$ cat src/rtl/dmem_arbiter_pkg.sv
// Shared types and defaults for the data-memory port arbiter.
package dmem_pkg;

  // Which requester a memory access belongs to.
  typedef enum logic {
    OWN_C = 1'b0,
    OWN_D = 1'b1
  } owner_t;

  // Read-return tag carried alongside an in-flight read.
  typedef struct packed {
    logic   valid;
    owner_t owner;
  } tag_t;

  localparam int RD_LAT_DEF   = 1;
  localparam int MAX_WAIT_DEF = 8;

endpackage

$ cat src/rtl/dmem_arbiter_if.sv
// Bundle of core, secondary-master and memory-side signals around the arbiter.
interface dmem_arbiter_if;
  // core (C) side
  logic [3:0]  c_en;
  logic        c_wea;
  logic        c_rea;
  logic [31:0] c_addr;
  logic [31:0] c_din;
  logic [31:0] c_dout;
  logic        mem_hold;
  // secondary master (D) side
  logic        d_req;
  logic        d_we;
  logic [3:0]  d_be;
  logic [31:0] d_addr;
  logic [31:0] d_wdata;
  logic        d_gnt;
  logic        d_rvalid;
  logic [31:0] d_rdata;
  // memory side
  logic [3:0]  mem_en;
  logic        mem_wea;
  logic        mem_rea;
  logic [31:0] mem_addr;
  logic [31:0] mem_din;
  logic [31:0] mem_dout;

  // Arbiter's view.
  modport slave (
    input  c_en, c_wea, c_rea, c_addr, c_din,
    output c_dout, mem_hold,
    input  d_req, d_we, d_be, d_addr, d_wdata,
    output d_gnt, d_rvalid, d_rdata,
    output mem_en, mem_wea, mem_rea, mem_addr, mem_din,
    input  mem_dout
  );

  // Environment's view (requesters plus memory).
  modport master (
    output c_en, c_wea, c_rea, c_addr, c_din,
    input  c_dout, mem_hold,
    output d_req, d_we, d_be, d_addr, d_wdata,
    input  d_gnt, d_rvalid, d_rdata,
    input  mem_en, mem_wea, mem_rea, mem_addr, mem_din,
    output mem_dout
  );
endinterface

$ cat src/rtl/dmem_arbiter_rd_tag_pipe.sv
// Latency-matched shift register of read tags with synchronous flush.
module rd_tag_pipe
  import dmem_pkg::*;
#(
  parameter int DEPTH = RD_LAT_DEF
) (
  input  logic clk,
  input  logic rst_i,
  input  tag_t tag_i,
  output tag_t tag_o
);

  genvar gi;
  generate
    for (gi = 0; gi < DEPTH; gi++) begin : g_stage
      tag_t stage_q;
      if (gi == 0) begin : g_head
        // First stage captures the tag of the read issued this cycle.
        always_ff @(posedge clk) begin
          if (rst_i) stage_q <= '0;
          else       stage_q <= tag_i;
        end
      end else begin : g_body
        // Later stages advance the tag one cycle closer to its data.
        always_ff @(posedge clk) begin
          if (rst_i) stage_q <= '0;
          else       stage_q <= g_stage[gi-1].stage_q;
        end
      end
    end
  endgenerate

  assign tag_o = g_stage[DEPTH-1].stage_q;

endmodule

$ cat src/rtl/dmem_arbiter.sv
// Core-priority arbiter for the shared data-memory port with a bounded
// starvation override for the secondary master and tagged read returns.
module dmem_arbiter
  import dmem_pkg::*;
#(
  parameter int RD_LAT   = RD_LAT_DEF,
  parameter int MAX_WAIT = MAX_WAIT_DEF
) (
  input logic           clk,
  input logic           Rst,
  dmem_arbiter_if.slave bus
);

  localparam int WW = (MAX_WAIT < 1) ? 1 : $clog2(MAX_WAIT + 1);
  localparam logic [WW-1:0] WAIT_MAX = WW'(MAX_WAIT);

  logic [WW-1:0] wait_q, wait_d;
  logic [31:0]   c_dout_q, c_dout_d;

  logic          c_req, d_win, c_win;
  logic [3:0]    mem_en_d;
  logic          mem_wea_d, mem_rea_d;
  logic [31:0]   mem_addr_d, mem_din_d;
  tag_t          tag_in, tag_out;
  logic          d_rvalid_d;

  // Pick the winner, steer it onto the memory port and advance the wait count.
  always_comb begin
    c_req      = |bus.c_en;
    d_win      = !Rst && bus.d_req && (!c_req || (wait_q == WAIT_MAX));
    c_win      = !Rst && c_req && !d_win;
    mem_en_d   = 4'h0;
    mem_wea_d  = 1'b0;
    mem_rea_d  = 1'b0;
    mem_addr_d = 32'h0;
    mem_din_d  = 32'h0;
    if (d_win) begin
      mem_en_d   = bus.d_be;
      mem_wea_d  = bus.d_we;
      mem_rea_d  = !bus.d_we;
      mem_addr_d = bus.d_addr;
      mem_din_d  = bus.d_wdata;
    end else if (c_win) begin
      mem_en_d   = bus.c_en;
      mem_wea_d  = bus.c_wea;
      mem_rea_d  = bus.c_rea;
      mem_addr_d = bus.c_addr;
      mem_din_d  = bus.c_din;
    end
    // D only waits while C holds the port; the count saturates at the limit.
    if (!bus.d_req || d_win)     wait_d = '0;
    else if (wait_q != WAIT_MAX) wait_d = wait_q + 1'b1;
    else                         wait_d = wait_q;
    tag_in       = '0;
    tag_in.valid = mem_rea_d;
    tag_in.owner = d_win ? OWN_D : OWN_C;
  end

  rd_tag_pipe #(
    .DEPTH (RD_LAT)
  ) u_rd_tag_pipe (
    .clk   (clk),
    .rst_i (Rst),
    .tag_i (tag_in),
    .tag_o (tag_out)
  );

  // Route returning read data to whichever requester issued the read.
  always_comb begin
    d_rvalid_d = !Rst && tag_out.valid && (tag_out.owner == OWN_D);
    c_dout_d   = c_dout_q;
    if (!Rst && tag_out.valid && (tag_out.owner == OWN_C)) c_dout_d = bus.mem_dout;
  end

  // Wait counter and the held core read-data value.
  always_ff @(posedge clk) begin
    if (Rst) begin
      wait_q   <= '0;
      c_dout_q <= 32'h0;
    end else begin
      wait_q   <= wait_d;
      c_dout_q <= c_dout_d;
    end
  end

  assign bus.mem_en   = mem_en_d;
  assign bus.mem_wea  = mem_wea_d;
  assign bus.mem_rea  = mem_rea_d;
  assign bus.mem_addr = mem_addr_d;
  assign bus.mem_din  = mem_din_d;
  assign bus.d_gnt    = d_win;
  assign bus.mem_hold = d_win && c_req;
  assign bus.c_dout   = c_dout_d;
  assign bus.d_rvalid = d_rvalid_d;
  assign bus.d_rdata  = d_rvalid_d ? bus.mem_dout : 32'h0;

endmodule

$ cat src/flat_wrapper.sv
// flat-port wrapper written by rule: the top's interface ports become plain ports
module dmem_arbiter_flat import dmem_pkg::*;
#(
  parameter int RD_LAT   = RD_LAT_DEF,
  parameter int MAX_WAIT = MAX_WAIT_DEF
)
  (clk, Rst, bus_c_en, bus_c_wea, bus_c_rea, bus_c_addr, bus_c_din, bus_c_dout, bus_mem_hold, bus_d_req, bus_d_we, bus_d_be, bus_d_addr, bus_d_wdata, bus_d_gnt, bus_d_rvalid, bus_d_rdata, bus_mem_en, bus_mem_wea, bus_mem_rea, bus_mem_addr, bus_mem_din, bus_mem_dout);
  dmem_arbiter_if bus_i ();
  input logic clk;
  input logic Rst;
  input wire logic [$bits(bus_i.c_en)-1:0] bus_c_en;
  input wire logic [$bits(bus_i.c_wea)-1:0] bus_c_wea;
  input wire logic [$bits(bus_i.c_rea)-1:0] bus_c_rea;
  input wire logic [$bits(bus_i.c_addr)-1:0] bus_c_addr;
  input wire logic [$bits(bus_i.c_din)-1:0] bus_c_din;
  output wire logic [$bits(bus_i.c_dout)-1:0] bus_c_dout;
  output wire logic [$bits(bus_i.mem_hold)-1:0] bus_mem_hold;
  input wire logic [$bits(bus_i.d_req)-1:0] bus_d_req;
  input wire logic [$bits(bus_i.d_we)-1:0] bus_d_we;
  input wire logic [$bits(bus_i.d_be)-1:0] bus_d_be;
  input wire logic [$bits(bus_i.d_addr)-1:0] bus_d_addr;
  input wire logic [$bits(bus_i.d_wdata)-1:0] bus_d_wdata;
  output wire logic [$bits(bus_i.d_gnt)-1:0] bus_d_gnt;
  output wire logic [$bits(bus_i.d_rvalid)-1:0] bus_d_rvalid;
  output wire logic [$bits(bus_i.d_rdata)-1:0] bus_d_rdata;
  output wire logic [$bits(bus_i.mem_en)-1:0] bus_mem_en;
  output wire logic [$bits(bus_i.mem_wea)-1:0] bus_mem_wea;
  output wire logic [$bits(bus_i.mem_rea)-1:0] bus_mem_rea;
  output wire logic [$bits(bus_i.mem_addr)-1:0] bus_mem_addr;
  output wire logic [$bits(bus_i.mem_din)-1:0] bus_mem_din;
  input wire logic [$bits(bus_i.mem_dout)-1:0] bus_mem_dout;
  assign bus_i.c_en = bus_c_en;
  assign bus_i.c_wea = bus_c_wea;
  assign bus_i.c_rea = bus_c_rea;
  assign bus_i.c_addr = bus_c_addr;
  assign bus_i.c_din = bus_c_din;
  assign bus_c_dout = bus_i.c_dout;
  assign bus_mem_hold = bus_i.mem_hold;
  assign bus_i.d_req = bus_d_req;
  assign bus_i.d_we = bus_d_we;
  assign bus_i.d_be = bus_d_be;
  assign bus_i.d_addr = bus_d_addr;
  assign bus_i.d_wdata = bus_d_wdata;
  assign bus_d_gnt = bus_i.d_gnt;
  assign bus_d_rvalid = bus_i.d_rvalid;
  assign bus_d_rdata = bus_i.d_rdata;
  assign bus_mem_en = bus_i.mem_en;
  assign bus_mem_wea = bus_i.mem_wea;
  assign bus_mem_rea = bus_i.mem_rea;
  assign bus_mem_addr = bus_i.mem_addr;
  assign bus_mem_din = bus_i.mem_din;
  assign bus_i.mem_dout = bus_mem_dout;
  dmem_arbiter #(.RD_LAT(RD_LAT), .MAX_WAIT(MAX_WAIT)) u_core (.clk(clk), .Rst(Rst), .bus(bus_i));
endmodule
$ cat config.mk
export PLATFORM = sky130hd
export DESIGN_NAME = dmem_arbiter_flat
export DESIGN_NICKNAME = d
export VERILOG_FILES = /design/src/rtl/dmem_arbiter_pkg.sv /design/src/rtl/dmem_arbiter_if.sv /design/src/rtl/dmem_arbiter_rd_tag_pipe.sv /design/src/rtl/dmem_arbiter.sv /design/src/flat_wrapper.sv
export SDC_FILE = /design/constraint.sdc
export NUM_CORES = 1
export LEC_CHECK = 0
export CORE_AREA = 2 2 120 122
export CTS_CLUSTER_SIZE = 20
export DETAILED_ROUTE_END_ITERATION = 12
export DIE_AREA = 0 0 122 124
export HOLD_SLACK_MARGIN = 0.02
export PLACE_DENSITY_LB_ADDON = 0.2
export SLEW_MARGIN = 20
export SYNTH_ARGS = -nofsm -noshare
export SYNTH_HDL_FRONTEND = slang
export SYNTH_SLANG_ARGS = --single-unit
$ cat constraint.sdc
create_clock -name clk -period 4.1 [get_ports clk]
set_clock_uncertainty 0.2 [all_clocks]
set_input_delay 1.23 -clock clk [delete_from_list [all_inputs] [get_ports clk]]
set_output_delay 1.23 -clock clk [all_outputs]
set_load 0.005 [all_outputs]
* Word-level counts from Yosys, hierarchy flattened
Cells that the tools add are included.
Word-level totals: register bits after elaboration 38, output and inout port bits 137
Operators by class: add/subtract/negate cells 1, eq/ne operators 2, muxes and demuxes 13, bitwise logic cells 1, reduce and logical (&&, ||, !) cells 17
Operators with widths (count):
- 32-bit two-way mux | 6
- 1-bit logical AND | 8
- 4-bit two-way mux | 2
- 1-bit logical NOT | 5
- 1-bit two-way mux | 5
- 4-bit by 1-bit adder with 4-bit output (second input constant) | 1
- 4-bit equality test (second input constant) | 1
- 4-bit != test (second input constant) | 1
- 4-bit OR reduction | 1
- 1-bit logical OR | 2
- 2-bit OR reduction | 1
- 1-bit inverter | 1

* Depth between registers and ports, before layout
depth after elaboration 8, gate-level depth with buffers 8

* Hierarchy
From an unflattened synthesis, not the netlist that was laid out.
Unflattened totals: cells, all modules 421, area total of the unflattened synthesis 3339.5 µm²
Modules (own cells, without submodules):
- dmem_arbiter | instances 1, cells each 417, area each 3286.9 µm²
- rd_tag_pipe | instances 1, cells each 4, area each 52.6 µm²

* Worst setup path after synthesis
No wires, ideal clock.
kind in2out, start point input bus_c_en[1], end point output bus_mem_din[10], data arrival time 2539 ps, data required time 2670 ps, path slack 131 ps, cell stages on the path 6, path buffers 3, cells stage by stage or4_4 > and2_4 > buf_6 > buf_6 > buf_6 > a32o_1
Between the ends: cells in the longest elaborated chain, start to end 8
RTL lines:
- from (decl) | RTL line flat_wrapper.sv:11 | input wire logic [$bits(bus_i.c_en)-1:0] bus_c_en;
- 4-bit OR reduction (*) | RTL line dmem_arbiter.sv:29 | c_req = |bus.c_en;
- 1-bit logical NOT | RTL line dmem_arbiter.sv:30 | d_win = !Rst && bus.d_req && (!c_req || (wait_q == WAIT_MAX));
- 1-bit logical OR | RTL line dmem_arbiter.sv:30
- 1-bit logical AND | RTL line dmem_arbiter.sv:30
- 1-bit logical NOT | RTL line dmem_arbiter.sv:31 | c_win = !Rst && c_req && !d_win;
- 1-bit logical AND | RTL line dmem_arbiter.sv:31
- 32-bit two-way mux | RTL line dmem_arbiter.sv:43 | end else if (c_win) begin
- 32-bit two-way mux (*) | RTL line dmem_arbiter.sv:37 | if (d_win) begin
- to (decl) | RTL line flat_wrapper.sv:30 | output wire logic [$bits(bus_i.mem_din)-1:0] bus_mem_din;
Mark *: on every way between the ends. The rest lies on a longest branch, timed or not.

* Worst setup path in the final report
start point input bus_c_en[0], end point output bus_mem_din[7]
Same word-level chain as after synthesis.

==> results.cfg <==
[detailed_routing]
totalWireLength_um = 15610
dr.pass1.iters = 4
ant_nets = 0
num_vias = 4055
first_iter_violations = 178
wire_per_inst_um = 18.26
vias_per_cell = 4.743
drc = 0

[synth]
syn-cell-area_um2 = 3034
syn-num-nets = 517
synth-async-reset-ratio_pct = 0
yosys_warnings = 0
synth_top_area_share_pct = 27.42
syn_inst = 341
synthTopCellsByCount = and2_1 (133), a32o_1 (71), dfxtp_1 (38)
synth.distinct_cells = 24
synth_top_cell_by_area = and2_1
synthFlopType = dfxtp_1
seq_area_frac_synth_pct = 25.07
syn_area_per_cell_um2 = 8.898
synth_edf_count = 0
synth-seq-cells = 38
synth.area.top_cells = and2_1 (27%), dfxtp_1 (25%), a32o_1 (23%)
synth.most_common_cell = and2_1

[placed_design]
dp_slack_ps = -690.2
place.gp.congestion = 0.7997
port_buffers = 310
dp_hpwl_um = 11190

[sta]
holdWs_ps = 296.6
min_period_ps = 4208
fmax_mhz = 237.6
worstMarginPinSlew_ps = 238.4
setup_viol = 56
finalHoldViolCount = 0
timing.final.crit_share_pct = 102.6
rsz0062_at_grt = true
final-max-slew-violation-count = 0
max-slew-margin-rel_pct = 84.06
setup_slack_ps = -108.4

[worst_hold_path]
hold_class = reg2reg

[run_status]
status = finished with violations
violations = negative setup slack

[die]
dieArea_um2 = 15130
ioPinCount = 311
die_x_um = 122
start_util_pct = 22.12
die_h_um = 124
placementRows = 43
core_um2 = 13720

[pwr]
cellLeakagePower_uw = 0.003427
ir_worst_vdd_mv = 0.1565
powerDensity_nw_per_um2 = 174.0

[setup_path]
slowest_stage = or4_4
crit_path_end_kind = output port
crit_arrival_ps = 2780
critPathLaunchType = input pin
worstPathMaxFanout = 6
crit_chain = buf_6 > or4_4 > and2_4 > buf_12 > buf_16 > a32o_2 > buf_2
crit_type = in2out
max_stage_delay_ps = 560
crit_family = simple AND/OR/NAND/NOR gates
cp.required_ps = 2670
path_buf_inv = 4

[grt]
grt_pass1_vias = 4116
grt_max_degree = 41
grt-ovfl-total = 0
grt_antenna_before_repair = 1
grt.total_usage_pct = 19.23
grt_pass1_wl_um = 22250

[clock_network]
cts_tree = built
root_buffer = clkbuf_16
cts_buffer_depth = 2
cts_sinks = 38
insertion_delay_ps = 280
numCtsBuffers = 5
hold_buffers = 0
htree_num_levels = 2
clk_pin_slew_ps = 50

[layout]
syn_to_final_growth_pct = 129.0
fillerInstances = 1297
diodes = 0
final_nets = 851
drive_gt1_share_pct = 26.52

[flow_run]
cap_violations = 0
==> worst reg2reg max path, cell delays in order, from the launching register on <==
cell and delay, ps:
dfxtp_1 330, inv_1 70, ha_1 180, nand4b_1 150, and2_4 220, buf_12 160, buf_16 140, buf_4 120
buf_4 120, buf_4 130, a32o_1 270
==> through the flow <==
| step | setup TNS (ps) | total power [µW] | std cells | util, % | cell area, µm² |
|---|---|---|---|---|---|
| after floorplan | 0 | 532.6 | 341 | - | 3034 |
| after global placement | -68100 | 862.7 | 813 | 47.23 | 6480 |
| after detailed placement | -69160 | 867.3 | 813 | 47.23 | 6480 |
| after CTS | -6280 | 1232 | 855 | 50.11 | 6875 |
| after global routing | -5157 | 1272 | 855 | 50.64 | 6948 |
| final | -3157 | 1209 | 855 | 50.64 | 6948 |
==> path summary, 6_finish.rpt <==
| check | startpoint | to | slack [ps] | depth (start not counted) |
|---|---|---|---|---|
| worst max-delay path | bus_c_en[0] | bus_mem_din[7] | -110 | 7 |
| worst min-delay path | u_core.wait_q[0]$_SDFFE_PP0P_ | u_core.wait_q[0]$_SDFFE_PP0P_ | 300 | 1 |
| worst max register to register | u_core.wait_q[1]$_SDFFE_PP0P_ | u_core.u_rd_tag_pipe.tag_o[1]$_SDFF_PP0_ | 1880 | 10 |
| worst min register to register | u_core.wait_q[0]$_SDFFE_PP0P_ | u_core.wait_q[0]$_SDFFE_PP0P_ | 300 | 1 |
==> per-layer routing <==
metal  track usage, %  vias up  routed length, µm
met2            37.71      222               8420
met1            18.40     1876               5060
met3            6.319       27               1646
li1                 -     1928                  -
met4            7.615        2                471
met5                0        -                 13
==> repair_timing <==
action	4_1_cts	5_1_grt
gates cloned	14	2
endpoints found under the hold margin	0	0
buffers inserted	21	3
resized for setup	351	32
pin swaps	63	31
setup endpoints to repair	137	95
==> final cells by class <==
type / instances / area, µm² / share of cell area, %
clock buffers: 5 / 125.1 / 1.801
clock inverters: 2 / 10.01 / 0.1441
inverters: 4 / 17.52 / 0.2521
multi-input cells: 259 / 2098 / 30.20
flip-flops and latches: 38 / 760.7 / 10.95
well taps: 180 / 225.2 / 3.241
repair buffers: 367 / 3711 / 53.41
==> cell usage in the layout, fill, tap and decap left out, types with 2 or more instances in the layout <==
cell             instances
buf_2                   67
buf_6                    7
a21oi_1                  2
and2_1                 132
clkdlybuf4s15_1          8
buf_16                  10
buf_4                   24
a32o_1                  66
clkbuf_16                7
dfxtp_1                 38
nor3_1                   4
ha_1                     2
inv_1                    3
a32o_2                   5
dlymetal6s2s_1          22
dlygate4sd2_1           31
nor2_1                   2
mux2_2                  32
and2_4                   2
clkinv_2                 2
bufbuf_16                3
clkdlybuf4s50_1        179
buf_12                  13
==> where the power goes <==
group          leakage (µW)  switching [µW]  total, µW  internal (µW)
clock             0.0000694             139        358            219
combinational       0.00305             149        465            315
sequential         0.000309            3.82        386            382
total               0.00343             292       1210            917
==> cell families (layout without fill, tap and decap cells) <==
group | Yosys count | after routing | synth area share, %
buffers and inverters | 44 | 378 | 7.093
AND/OR/NAND/NOR | 150 | 150 | 30.80
multiplexers | 32 | 32 | 11.88
AO/OA/AOI/OAI | 73 | 73 | 23.75
XOR/XNOR | 2 | 2 | 0.5774
adder cells (fa/ha/maj) | 2 | 2 | 0.8246
flip-flops | 38 | 38 | 25.07
==> registers in the layout (all words and copies together) (netlist names) <==
name                        flops
u_core.u_rd_tag_pipe.tag_o      2
u_core.c_dout_q                32
u_core.wait_q                   4
Power figures use the tool's default switching activity.
